--- src/rtl/mmio_port_responder.sv ---
// Memory-mapped port responder for the MIPS load/store bus: drives PortOut
// from stores, synchronizes PortIn and queues every input change in a FIFO
// that the core drains with loads from FIFO_DATA.
module mmio_port_responder #(
  parameter int unsigned IN_WIDTH   = 8,
  parameter logic [31:0] BASE_ADDR  = 32'h1001_0040,
  parameter int unsigned FIFO_DEPTH = 4
) (
  input  logic                clk,
  input  logic                reset,
  input  logic [31:0]         Address,
  input  logic [31:0]         WriteData,
  input  logic                MemWrite,
  input  logic                MemRead,
  output logic [31:0]         ReadData,
  input  logic [IN_WIDTH-1:0] PortIn,
  output logic [31:0]         PortOut,
  output logic                IRQ
);

  localparam int unsigned PW = (FIFO_DEPTH > 1) ? $clog2(FIFO_DEPTH) : 1;
  localparam int unsigned CW = $clog2(FIFO_DEPTH) + 1;

  typedef enum logic [2:0] {
    OFF_PORT_OUT  = 3'd0,
    OFF_PORT_IN   = 3'd1,
    OFF_STATUS    = 3'd2,
    OFF_FIFO_DATA = 3'd3,
    OFF_CTRL      = 3'd4
  } regSel_e;

  logic [IN_WIDTH-1:0] sync1, sync2, prev;
  logic [IN_WIDTH-1:0] fifoMem [FIFO_DEPTH];
  logic [PW-1:0]       rdPtr, wrPtr;
  logic [CW-1:0]       count;
  logic                overflow, irqEn;

  logic [31:0] byteOff, wordOff;
  logic        hit;
  regSel_e     sel;
  logic        full, empty, pushReq, popReq, ctrlWr, flush;
  logic        doPush, doPop, ovfSet;
  logic [31:0] status;

  // Address decode: the shift discards the byte-lane bits of the offset.
  always_comb begin
    byteOff = Address - BASE_ADDR;
    wordOff = byteOff >> 2;
    hit     = wordOff < 32'd5;
    sel     = regSel_e'(wordOff[2:0]);
  end

  // FIFO control: flush overrides push/pop; a push into a full FIFO survives
  // only if the same edge pops, otherwise it is dropped and flagged.
  always_comb begin
    full    = count == CW'(FIFO_DEPTH);
    empty   = count == '0;
    pushReq = sync2 != prev;
    popReq  = hit && MemRead && (sel == OFF_FIFO_DATA) && !empty;
    ctrlWr  = hit && MemWrite && (sel == OFF_CTRL);
    flush   = ctrlWr && WriteData[1];
    doPush  = pushReq && (!full || popReq) && !flush;
    doPop   = popReq && !flush;
    ovfSet  = pushReq && full && !popReq;
    status  = {24'h0, 4'(count), 1'b0, overflow, full, !empty};
  end

  // Load data mux, purely combinational from Address.
  always_comb begin
    ReadData = '0;
    if (hit) begin
      case (sel)
        OFF_PORT_OUT:  ReadData = PortOut;
        OFF_PORT_IN:   ReadData = 32'(sync2);
        OFF_STATUS:    ReadData = status;
        OFF_FIFO_DATA: ReadData = empty ? '0 : 32'(fifoMem[rdPtr]);
        OFF_CTRL:      ReadData = {29'h0, irqEn, 2'b00};
        default:       ReadData = '0;
      endcase
    end
  end

  // Input synchronizer and change-detect history.
  always_ff @(posedge clk or negedge reset) begin
    if (!reset) begin
      sync1 <= '0;
      sync2 <= '0;
      prev  <= '0;
    end else begin
      sync1 <= PortIn;
      sync2 <= sync1;
      prev  <= sync2;
    end
  end

  // FIFO storage; contents are only meaningful below count, so no reset.
  always_ff @(posedge clk) begin
    if (doPush) fifoMem[wrPtr] <= sync2;
  end

  // FIFO pointers and occupancy.
  always_ff @(posedge clk or negedge reset) begin
    if (!reset) begin
      rdPtr <= '0;
      wrPtr <= '0;
      count <= '0;
    end else if (flush) begin
      rdPtr <= '0;
      wrPtr <= '0;
      count <= '0;
    end else begin
      if (doPush) wrPtr <= wrPtr + 1'b1;
      if (doPop)  rdPtr <= rdPtr + 1'b1;
      if (doPush && !doPop)      count <= count + 1'b1;
      else if (doPop && !doPush) count <= count - 1'b1;
    end
  end

  // Registers written by stores, sticky overflow and the lagged IRQ.
  always_ff @(posedge clk or negedge reset) begin
    if (!reset) begin
      PortOut  <= '0;
      irqEn    <= 1'b0;
      overflow <= 1'b0;
      IRQ      <= 1'b0;
    end else begin
      if (hit && MemWrite && (sel == OFF_PORT_OUT)) PortOut <= WriteData;
      if (ctrlWr) irqEn <= WriteData[2];
      if (ovfSet)                       overflow <= 1'b1;
      else if (ctrlWr && WriteData[0])  overflow <= 1'b0;
      IRQ <= !empty && irqEn;
    end
  end

endmodule

--- config.mk ---
export PLATFORM = sky130hd
export DESIGN_NAME = mmio_port_responder
export DESIGN_NICKNAME = d
export VERILOG_FILES = /design/src/rtl/mmio_port_responder.sv
export SDC_FILE = /design/constraint.sdc
export NUM_CORES = 1
export LEC_CHECK = 0
export ABC_AREA = 1
export BUFFER_PORTS_ARGS = -buffer_cell sky130_fd_sc_hd__buf_2
export CAP_MARGIN = 20
export CELL_PAD_IN_SITES_DETAIL_PLACEMENT = 0
export CELL_PAD_IN_SITES_GLOBAL_PLACEMENT = 1
export CORE_MARGIN = 8
export CORE_UTILIZATION = 39
export DETAILED_ROUTE_END_ITERATION = 16
export HOLD_SLACK_MARGIN = 0.15
export PLACE_DENSITY = 0.82
export SYNTH_ARGS = -nofsm -noshare
export SYNTH_HDL_FRONTEND = slang
export SYNTH_SLANG_ARGS = --single-unit
--- constraint.sdc ---
create_clock -name clk -period 4.5 [get_ports clk]
set_input_delay 1.35 -clock clk [delete_from_list [all_inputs] [get_ports clk]]
set_output_delay 1.35 -clock clk [all_outputs]
set_load 0.01 [all_outputs]
# After elaboration in Yosys (flattened, before gate mapping)
# Memory sizes are Yosys's and may differ from the RTL's.
# Index checks and enable logic that the tools add are counted.
totals:
  wordCells: 66
  input_bits: 76
  reg_bits: 66
  output_inout_bits: 65
  ram_bits: 32
  memories: 1
op_classes:
  mux: 14
  n_eq_ne: 6
  n_reduce_logical: 29
  addsub: 5
  n_lt_le_gt_ge: 1
memory_table:
  columns: ["memory", "words", "width", "rd", "rd_ports_with_merged_regs", "write_ports", "line", "text"]
  rows:
  - ["fifoMem", 4, 8, 1, 0, 1, "33", "logic [IN_WIDTH-1:0] fifoMem [FIFO_DEPTH];"]
ops:
  columns: ["cell", "n"]
  rows:
  - ["32-bit case mux with 5 select lines", 1]
  - ["32-bit two-way mux", 1]
  - ["32-bit by 29-bit subtractor with 32-bit output (second input constant)", 1]
  - ["30-bit by 3-bit less-than comparator with 1-bit output (second input constant)", 1]
  - ["1-bit logical AND", 16]
  - ["3-bit two-way mux", 3]
  - ["2-bit two-way mux", 4]
  - ["8-bit two-way mux", 1]
  - ["8-bit != test", 1]
  - ["3-bit by 2-bit == test with 1-bit output (second input constant)", 2]
  - ["3-bit == test (second input constant)", 2]
  - ["1-bit zero test", 6]
  - ["3-bit zero test", 2]
  - ["2-bit nonzero test", 3]
  - ["2-bit by 1-bit adder with 2-bit output (second input constant)", 2]
  - ["1-bit two-way mux", 4]
  - ["3-bit by 1-bit adder with 3-bit output (second input constant)", 1]
  - ["3-bit by 1-bit == test with 1-bit output (second input constant)", 1]
  - ["3-bit nonzero test", 1]
  - ["3-bit by 1-bit subtractor with 3-bit output (second input constant)", 1]
  - ["1-bit logical OR", 1]

# Logic depth before layout (Yosys ltp)
# Gate-level depths: netlist of run 1.
logic_depth:
  ltp_word: 13
  depth_mapped: 24
  mapped_depth_nobuf: 23

# Worst setup path before layout of run 1
# OpenSTA, ideal clock, no wires.
synth_path:
  kind: "input-to-output"
  from: "in Address[16]"
  to: "out ReadData[3]"
  path_stages: 15
  setup_slack_ns: 0.139
  required_ns: 3.150
  n_path_buf: 2
  arrival_ns: 3.011
  path_cell_list: "buf_6 -> nand2_1 -> nand2_1 -> nor2_2 -> nand2_1 -> o21ai_2 -> nand3_1 -> nand2_1 -> nand2_1 -> nor2_2 -> nand2_1 -> nor2_4 -> inv_1 -> clkbuf_1 -> a31oi_1"
synth_via:
  elab_chain_len: 3
synth_rtl:
  columns: ["element", "line", "text"]
  rows:
  - ["start, declared", "11", "input logic [31:0] Address,"]
  - ["32-bit by 29-bit subtractor with 32-bit output", "47", "byteOff = Address - BASE_ADDR;"]
  - ["30-bit by 3-bit less-than comparator with 1-bit output", "49", "hit = wordOff < 32'd5;"]
  - ["32-bit two-way mux", "71", "if (hit) begin"]
  - ["end, declared", "15", "output logic [31:0] ReadData,"]
# Every way passes these cells.

# Worst setup path after layout of run 1
layout_path:
  from: "in Address[10]"
  to: "out ReadData[4]"
# The elaborated chain is that of the path after synthesis.

==> results of run 1 <==
-- cells by family (layout without fill, tap and decap cells) --
family / after synthesis / after routing / synth area share, %
simple gates: 316 / 316 / 26.4
flops: 98 / 98 / 48.8
buf+inv: 90 / 318 / 6.87
compound gates: 64 / 64 / 7.32
mux: 29 / 29 / 7.78
xor+xnor: 9 / 9 / 1.47
fa+ha+maj: 5 / 5 / 1.31
-- area by class of cell --
cell class                      count  area [sq um]
Timing Repair Buffer              224          1480
Sequential cell                    98          2610
Inverter                           77           295
Clock buffer                       10           239
Multi-Input combinational cell    423          2590
Timing Repair inverter              1          7.51
Clock inverter                      6          81.3
Tap cell                          180           225
Fill cell                        1267          6130
-- where the power goes --
| part | switching [mW] | leakage [nW] | internal [mW] |
|---|---|---|---|
| combinational | 0.314 | 2.49 | 0.207 |
| sequential | 0.0535 | 1.14 | 1.08 |
| clock | 0.339 | 0.159 | 0.459 |
| total | 0.707 | 3.79 | 1.75 |
-- how the worst min path moves through the flow --
| stage | from | endpoint | slack (ps) | cells past startpoint |
|---|---|---|---|---|
| 2_1_floorplan | sync1[0] | sync2[0] | 330 | 0 |
| 3_3_place_gp | sync1[6] | sync2[6] | 330 | 0 |
| 3_5_place_dp | sync1[7] | sync2[7] | 340 | 0 |
| 4_1_cts | sync1[7] | sync2[7] | 350 | 0 |
| 5_1_grt | sync1[4] | sync2[4] | 350 | 0 |
| 6_report | sync1[7] | sync2[7] | 350 | 0 |
-- sequential cells by signal (all words and copies together), names as in the netlist, 2 cells and up --
name and count:
fifoMem 32, count 3, prev 8, wrPtr 2, sync2 8, sync1 8, PortOut 32, rdPtr 2
-- metal layers --
layer  part of all wire [%]  vias to the layer above  wire length [um]  GRT usage (%)
met5                      0                        -                 0              0
met4                    2.1                        0               326           6.36
met3                    5.8                       23               889           4.37
met2                     49                      141              7480           28.5
met1                     43                     2305              6580           20.4
li1                       -                     2422                 -              -
-- Yosys cell counts (all sizes together) --
| cell | n |
|---|---|
| nor2 | 112 |
| a22oi | 1 |
| mux2 | 29 |
| clkbuf | 9 |
| o2111ai | 1 |
| edfxtp | 32 |
| dfrtp | 66 |
| o211ai | 1 |
| xor2 | 4 |
| buf | 4 |
| a21oi | 11 |
| nand2 | 149 |
| a31oi | 2 |
| o31ai | 1 |
| nand3 | 35 |
| nand4 | 10 |
| ha | 4 |
| fa | 1 |
| o22ai | 10 |
| and2 | 1 |
| a221oi | 2 |
| a41oi | 2 |
| nor3 | 5 |
| xnor2 | 5 |
| and3b | 1 |
| inv | 76 |
| or3b | 2 |
| clkinv | 1 |
| and3 | 1 |
| o21ai | 33 |
-- cells in the final DEF (no fill, tap or decap), types with 8 or more instances in the layout --
cell	count
nand2_2	25
edfxtp_1	32
nand2_1	119
clkbuf_16	9
nand3_1	25
nand4_1	9
nor2_4	13
nor2_1	77
inv_1	66
nand3_2	9
buf_6	14
buf_4	77
o22ai_1	10
inv_2	8
o21ai_0	28
mux2_4	24
dfrtp_1	66
buf_2	126
nor2_2	22
-- what timing repair did --
| action | in CTS | in global routing |
|---|---|---|
| buffers inserted | 7 | 7 |
| endpoints found under the setup margin | 32 | 32 |
| gates resized for setup | 37 | 63 |
| pin swaps | 18 | 32 |
| cloned | 3 | 0 |
==> out/metrics.yaml, run 1 <==
run_status:
  status: "complete, but fails checks"
  violations: "negative setup slack"
worst_setup_path:
  worstSetupPathDepth: 19
  critPathMaxStageDelay_ps: 150
  r2r-end: "count[2]"
  path_buf_inv: 6
  cpLargestDelayFamily: "simple AND/OR/NAND/NOR gates"
  crit_type: "primary input to primary output"
  cp.required_ps: 3150
  reg2regPathDepth: 14
  crit_top_cell: "nand2_2"
  cp_slowest_cell: "nor2_2"
  r2r_start: "sync2[4]"
  setup.worst_path.start_class: "primary input"
  ff2ff_setup_slack_ps: 2040
  crit_chain: "buf_2 > nor2_4 > nand2_2 > inv_1 > nand2_2 > nand2_2 > nand2_1 > nand2_2 > nand3_2 > nor2_1 > nand2_1 > nor2_2 > nand2_2 > nor2_4 > clkinvlp_4 > buf_12 > buf_8 > a21oi_2 > buf_2"
  crit_start: "Address[10]"
  path_max_fanout: 7
  crit_end: "ReadData[4]"
  cp.arrival_ps: 3370
  crit_path_end_kind: "primary output"
timing:
  relSlewSlack_pct: 59.3
  tightest_slew_ps: 611
  fin_crit_ps: 4720
  drv_slew: 0
  hold_violations: 0
  rsz0062_at_grt: "true"
  clock.fmax_mhz: 212
  hold_slack_ps: 351
  fin_ws_ps: -217
  fin_setup_tns_ps: -6030
  setup_viol: 32
  clock_skew_ps: 6.05
  fin_crit_sh_pct: 105
logic_synthesis:
  synthTopCellsByArea: "dfrtp_1, edfxtp_1, nand2_1"
  avgSynthCellArea_sq_um: 8.76
  synth_top_area_share_pct: 30.9
  synth_sequential_area_ratio_pct: 48.8
  synth_top_area_cell: "dfrtp_1"
  syn-num-nets: 692
  ys_types: 44
  synth_cells: 611
  ys_ff_latch: 98
  ys_warn_count: 0
  synth.cell_area_sq_mm: 0.00535
power_and_ir_drop:
  total_power_mw: 2.45
  irDropWorstVdd_v: 0.000202
  p_leak_nw: 3.79
  p_per_area_mw_per_mm2: 326
drt:
  wirelength_mm: 15.3
  num_vias: 4891
  post_drt_via_cell_ratio: 4.80
  final_antenna_net_count: 0
  drtIter0Drc: 256
  dr.pass1.iters: 4
  wire_per_inst_um: 15.0
  drcViolationCount: 0
placement:
  port-buffer-count: 138
  dpl.cell_count: 985
  dpl_cell_area_sq_mm: 0.00672
  post-place-ws_ps: -308
  gp_congestion: 0.869
  place_hpwl_mm: 11.4
die:
  core_sq_mm: 0.0137
  std_cell_rows: 43
  dieArea_sq_mm: 0.0177
  die_w_um: 133
  die_y_um: 133
  initial_utilization_pct: 39.2
  ios: 141
hold_path:
  hold_path_class: "flip-flop to flip-flop"
cells_and_area:
  nNetsFinal: 915
  syn_to_final_growth_pct: 40.7
  final_area_sq_mm: 0.00753
  finalNonFillerCells: 1019
  fin_util_pct: 55.1
  diodes: 0
  drive_gt1_share_pct: 43.7
clocking:
  numCtsBuffers: 9
  root_buffer: "clkbuf_16"
  holdBufCountCts: 0
  clk_pin_slew_ps: 70
  clkLatencyLatePin_ps: 340
  cts.htree.levels: 3
  cts_sinks: 98
  clk_path_buf_depth: 2
  cts_tree: "built"
run:
  drv_cap: 0
global_route:
  grt_use_total_pct: 16.9
  grt_first_pass_wirelength_mm: 24.1
  grt_max_degree: 44
  grt_overflow: 0
  grt_pass1_vias: 5111
  grt_antenna_before_repair: 0
Power figures use the tool's default switching activity.
==> run 2: changes to the inputs <==
- BUFFER_PORTS_ARGS: -buffer_cell sky130_fd_sc_hd__buf_2 -> not set
- CORE_UTILIZATION: 39 -> 40
- DONT_BUFFER_PORTS: not set -> 1
- PLACE_DENSITY: 0.82 -> 0.71
==> out/metrics.yaml, run 2 (synthesis results as in run 1) <==
global_route:
  grt_first_pass_wirelength_mm: 23.7
  grt_overflow: 0
  grt_antenna_before_repair: 0
  grt_use_total_pct: 16.8
  grt_pass1_vias: 4686
  grt_max_degree: 67
drt:
  num_vias: 4290
  drtIter0Drc: 211
  final_antenna_net_count: 0
  wire_per_inst_um: 16.9
  wirelength_mm: 14.6
  dr.pass1.iters: 4
  post_drt_via_cell_ratio: 4.97
  drcViolationCount: 0
cells_and_area:
  nNetsFinal: 763
  drive_gt1_share_pct: 29.1
  diodes: 0
  layout_common_cells: "nand2_1, nor2_1, buf_4, inv_1, dfrtp_1"
  top_regs: "PortOut x32, fifoMem x32"
  mostFrequentLayoutCell: "nand2_1"
  finalNonFillerCells: 863
  syn_to_final_growth_pct: 21.7
timing:
  clock_skew_ps: 9.11
  hold_violations: 0
  fin_setup_tns_ps: -34.9
  clock.fmax_mhz: 221
  fin_crit_ps: 4530
  hold_slack_ps: 349
  rsz0062_at_grt: "true"
  drv_slew: 0
  setup_viol: 3
  tightest_slew_ps: 637
  fin_crit_sh_pct: 101
  relSlewSlack_pct: 57.5
  fin_ws_ps: -28.1
power_and_ir_drop:
  p_per_area_mw_per_mm2: 350
  irDropWorstVdd_v: 0.000235
  total_power_mw: 2.28
  p_leak_nw: 3.02
die:
  dieArea_sq_mm: 0.0173
  die_w_um: 132
  std_cell_rows: 42
  core_sq_mm: 0.0131
  ios: 141
  initial_utilization_pct: 40.7
  die_y_um: 132
run_status:
  violations: "negative setup slack"
  status: "complete, but fails checks"
placement:
  dpl.cell_count: 840
  place_hpwl_mm: 11.1
  gp_congestion: 0.837
  port-buffer-count: 0
run:
  drv_cap: 0
worst_setup_path:
  path_max_fanout: 6
  setup.worst_path.start_class: "primary input"
  crit_type: "primary input to primary output"
  crit_path_end_kind: "primary output"
  cp.arrival_ps: 3180
  cp.required_ps: 3150
clocking:
  cts_tree: "built"
  clk_pin_slew_ps: 70
  cts.htree.levels: 3
  clkLatencyLatePin_ps: 340
  cts_sinks: 98
  numCtsBuffers: 9
  clk_path_buf_depth: 2
  root_buffer: "clkbuf_16"
hold_path:
  hold_path_class: "flip-flop to flip-flop"
[run 2: cell types whose count changed in the layout (fill, tap and decap cells not counted), sizes merged]
cell / previous run / this run
buf: 223 / 73
clkinvlp: 2 / 4
bufinv: 1 / 0
clkbuf: 11 / 10
clkinv: 2 / 1
inv: 79 / 78
[run 2: per-layer routing]
layer | GRT usage [%] | vias to the layer above | part of all wire (%)
met4 | 5.30 | 0 | 1.4
met1 | 20.3 | 2017 | 42
met5 | 0 | - | 0
li1 | - | 2119 | -
met3 | 5.91 | 14 | 8.4
met2 | 27.4 | 140 | 48
[run 2: metrics by stage]
step	util, %	setup slack (ps)	area, sq um
global route	49.6	-149	6510
CTS	48.3	0.199	6350
global placement	45.7	-146	6000
finish	49.6	-28.1	6510
detailed placement	45.7	-152	6000
floorplan	-	139	5350
[run 2: cell type report]
type	instances	area (sq um)
sequential	98	2610
multi-input combinational	423	2540
timing repair buffer	73	572
clock buffer	10	229
inverter	77	292
tap	176	220
fill	1274	6630
clock inverter	6	50.0
[run 2: path summary, 6_finish.rpt]
| check | start | slack (ps) | cells after the start | end |
|---|---|---|---|---|
| worst max-delay path | Address[10] | -30 | 15 | ReadData[5] |
| worst min-delay path | sync1[1] | 350 | 0 | sync2[1] |
| worst max register to register | count[1] | 2070 | 17 | count[2] |
| worst min register to register | sync1[1] | 350 | 0 | sync2[1] |
| max in group asynchronous | reset | 3660 | 0 | PortOut[27] |
| min in group asynchronous | reset | 700 | 0 | sync1[6] |
[run 2: what timing repair did]
action	in CTS	in global routing
pin swaps	2	12
hold buffers	0	0
buffers inserted	5	2
setup endpoints to repair	32	32
gates resized for setup	9	43
[run 2: worst max-delay path: stages]
cell      delay [ps]
nor2_4           130
nand2_2           90
o21ai_4          270
nand3_2          170
nand3_2          110
nand2_1           80
clkinv_1          80
nand2_2           60
nor2_4           120
nand2_2           70
nor2_4           110
inv_4             60
buf_12           130
a41oi_2          170
buf_4            160
[run 2: report_power, final]
part / internal [mW] / switching (mW) / leakage (nW) / total [mW]
registers: 1.08 / 0.0519 / 1.14 / 1.13
clock network: 0.380 / 0.329 / 0.123 / 0.709
logic: 0.162 / 0.278 / 1.76 / 0.440
total: 1.62 / 0.658 / 3.02 / 2.28
==> run 3: changes to the inputs <==
- PLACE_DENSITY: 0.71 -> 0.76
- SKIP_CTS_REPAIR_TIMING: not set -> 1
- SKIP_LAST_GASP: not set -> 1
==> out/metrics.yaml, run 3 (synthesis results as in run 1) <==
hold_path:
  hold_path_class: "flip-flop to flip-flop"
die:
  ios: 141
  die_y_um: 132
  std_cell_rows: 42
  initial_utilization_pct: 40.7
  dieArea_sq_mm: 0.0173
  die_w_um: 132
  core_sq_mm: 0.0131
clocking:
  clkLatencyLatePin_ps: 340
  cts_sinks: 98
  numCtsBuffers: 9
  root_buffer: "clkbuf_16"
  cts_tree: "built"
  clk_pin_slew_ps: 70
  cts.htree.levels: 3
  clk_path_buf_depth: 2
timing:
  tightest_slew_ps: 632
  rsz0062_at_grt: "true"
  clock_skew_ps: 5.28
  relSlewSlack_pct: 57.9
  fin_crit_sh_pct: 102
  clock.fmax_mhz: 219
  drv_slew: 0
  fin_ws_ps: -69.9
  hold_violations: 0
  setup_viol: 26
  fin_crit_ps: 4570
cells_and_area:
  top_regs: "PortOut x32, fifoMem x32"
  final_area_sq_mm: 0.00654
  mostFrequentLayoutCell: "nand2_1"
  layout_common_cells: "nand2_1, nor2_1, buf_4, inv_1, dfrtp_1"
  syn_to_final_growth_pct: 22.2
  nNetsFinal: 767
  finalNonFillerCells: 867
  diodes: 0
  drive_gt1_share_pct: 28.5
worst_setup_path:
  crit_path_end_kind: "primary output"
  path_max_fanout: 13
  crit_chain: "nor2_4 > nand2_4 > o21ai_4 > nand2_1 > nand2_2 > nand3_2 > nor2_4 > nand2_2 > nor2_4 > nand2_2 > nor2_4 > inv_2 > buf_12 > a21oi_1 > buf_4"
  setup.worst_path.start_class: "primary input"
  cp_slowest_cell: "o21ai_4"
  cpLargestDelayFamily: "simple AND/OR/NAND/NOR gates"
  path_buf_inv: 3
  cp.required_ps: 3150
  critPathMaxStageDelay_ps: 260
  crit_type: "primary input to primary output"
  crit_top_cell: "nor2_4"
  cp.arrival_ps: 3220
placement:
  dpl_cell_area_sq_mm: 0.00605
  place_hpwl_mm: 10.9
  dpl.cell_count: 845
  gp_congestion: 0.835
  port-buffer-count: 0
run_status:
  status: "complete, but fails checks"
  violations: "negative setup slack"
global_route:
  grt_first_pass_wirelength_mm: 22.8
  grt_pass1_vias: 4496
  grt_max_degree: 67
  grt_antenna_before_repair: 0
  grt_overflow: 0
  grt_use_total_pct: 16.3
power_and_ir_drop:
  irDropWorstVdd_v: 0.000225
  p_leak_nw: 3.07
  p_per_area_mw_per_mm2: 358
drt:
  drtIter0Drc: 251
  wirelength_mm: 14.3
  final_antenna_net_count: 0
  num_vias: 4293
  drcViolationCount: 0
  wire_per_inst_um: 16.5
  post_drt_via_cell_ratio: 4.95
  dr.pass1.iters: 4
run:
  drv_cap: 0
[run 3: cell types whose count changed in the layout (fill, tap and decap cells not counted), sizes merged]
cell      previous run  this run
buf                 73        77
clkinvlp             4         0
clkinv               1         4
inv                 78        79
[run 3: path summary, 6_finish.rpt]
| check | slack (ps) | cells after the start | from | end |
|---|---|---|---|---|
| setup reg to reg | 2090 | 14 | sync2[4] | count[2] |
| hold reg to reg | 350 | 0 | sync1[1] | sync2[1] |
| hold / removal | 350 | 0 | sync1[1] | sync2[1] |
| setup / recovery | -70 | 15 | Address[7] | ReadData[1] |
| min in group asynchronous | 700 | 0 | reset | sync1[0] |
| max in group asynchronous | 3640 | 0 | reset | count[2] |
[run 3: report_power, final]
group          internal [mW]  switching [mW]  total [mW]
clock network          0.423           0.357       0.780
logic                  0.161           0.264       0.426
registers               1.08          0.0545        1.14
total                   1.67           0.675        2.34
[run 3: through the flow]
| step | hold slack [ps] | utilization (%) | setup WS, ps | setup TNS [ps] | power, mW |
|---|---|---|---|---|---|
| 2_1_floorplan | 331 | - | 139 | 0 | 1.43 |
| 3_3_place_gp | 332 | 46.1 | -149 | -3470 | 1.56 |
| 3_5_place_dp | 335 | 46.1 | -180 | -3850 | 1.58 |
| 4_1_cts | 352 | 48.5 | -188 | -4230 | 2.36 |
| 5_1_grt | 355 | 49.8 | -195 | -4970 | 2.46 |
| 6_report | 352 | 49.8 | -69.9 | -1060 | 2.34 |
[run 3: routing by layer]
layer  wire length (um)  vias up  track usage (%)  part of all wire [%]
met3               1290       23             5.30                   9.0
met1               5810     2002             18.8                    41
met2               6870      143             27.0                    48
met4                377        0             7.53                   2.6
met5                  0        -                0                     0
li1                   -     2125                -                     -
[run 3: cell type report]
class | instances | area (sq um)
fillers | 1267 | 6600
inverters | 77 | 289
clock inverters | 6 | 62.6
flip-flops and latches | 98 | 2610
well taps | 176 | 220
clock buffers | 10 | 250
multi-input cells | 423 | 2490
repair buffers | 77 | 611
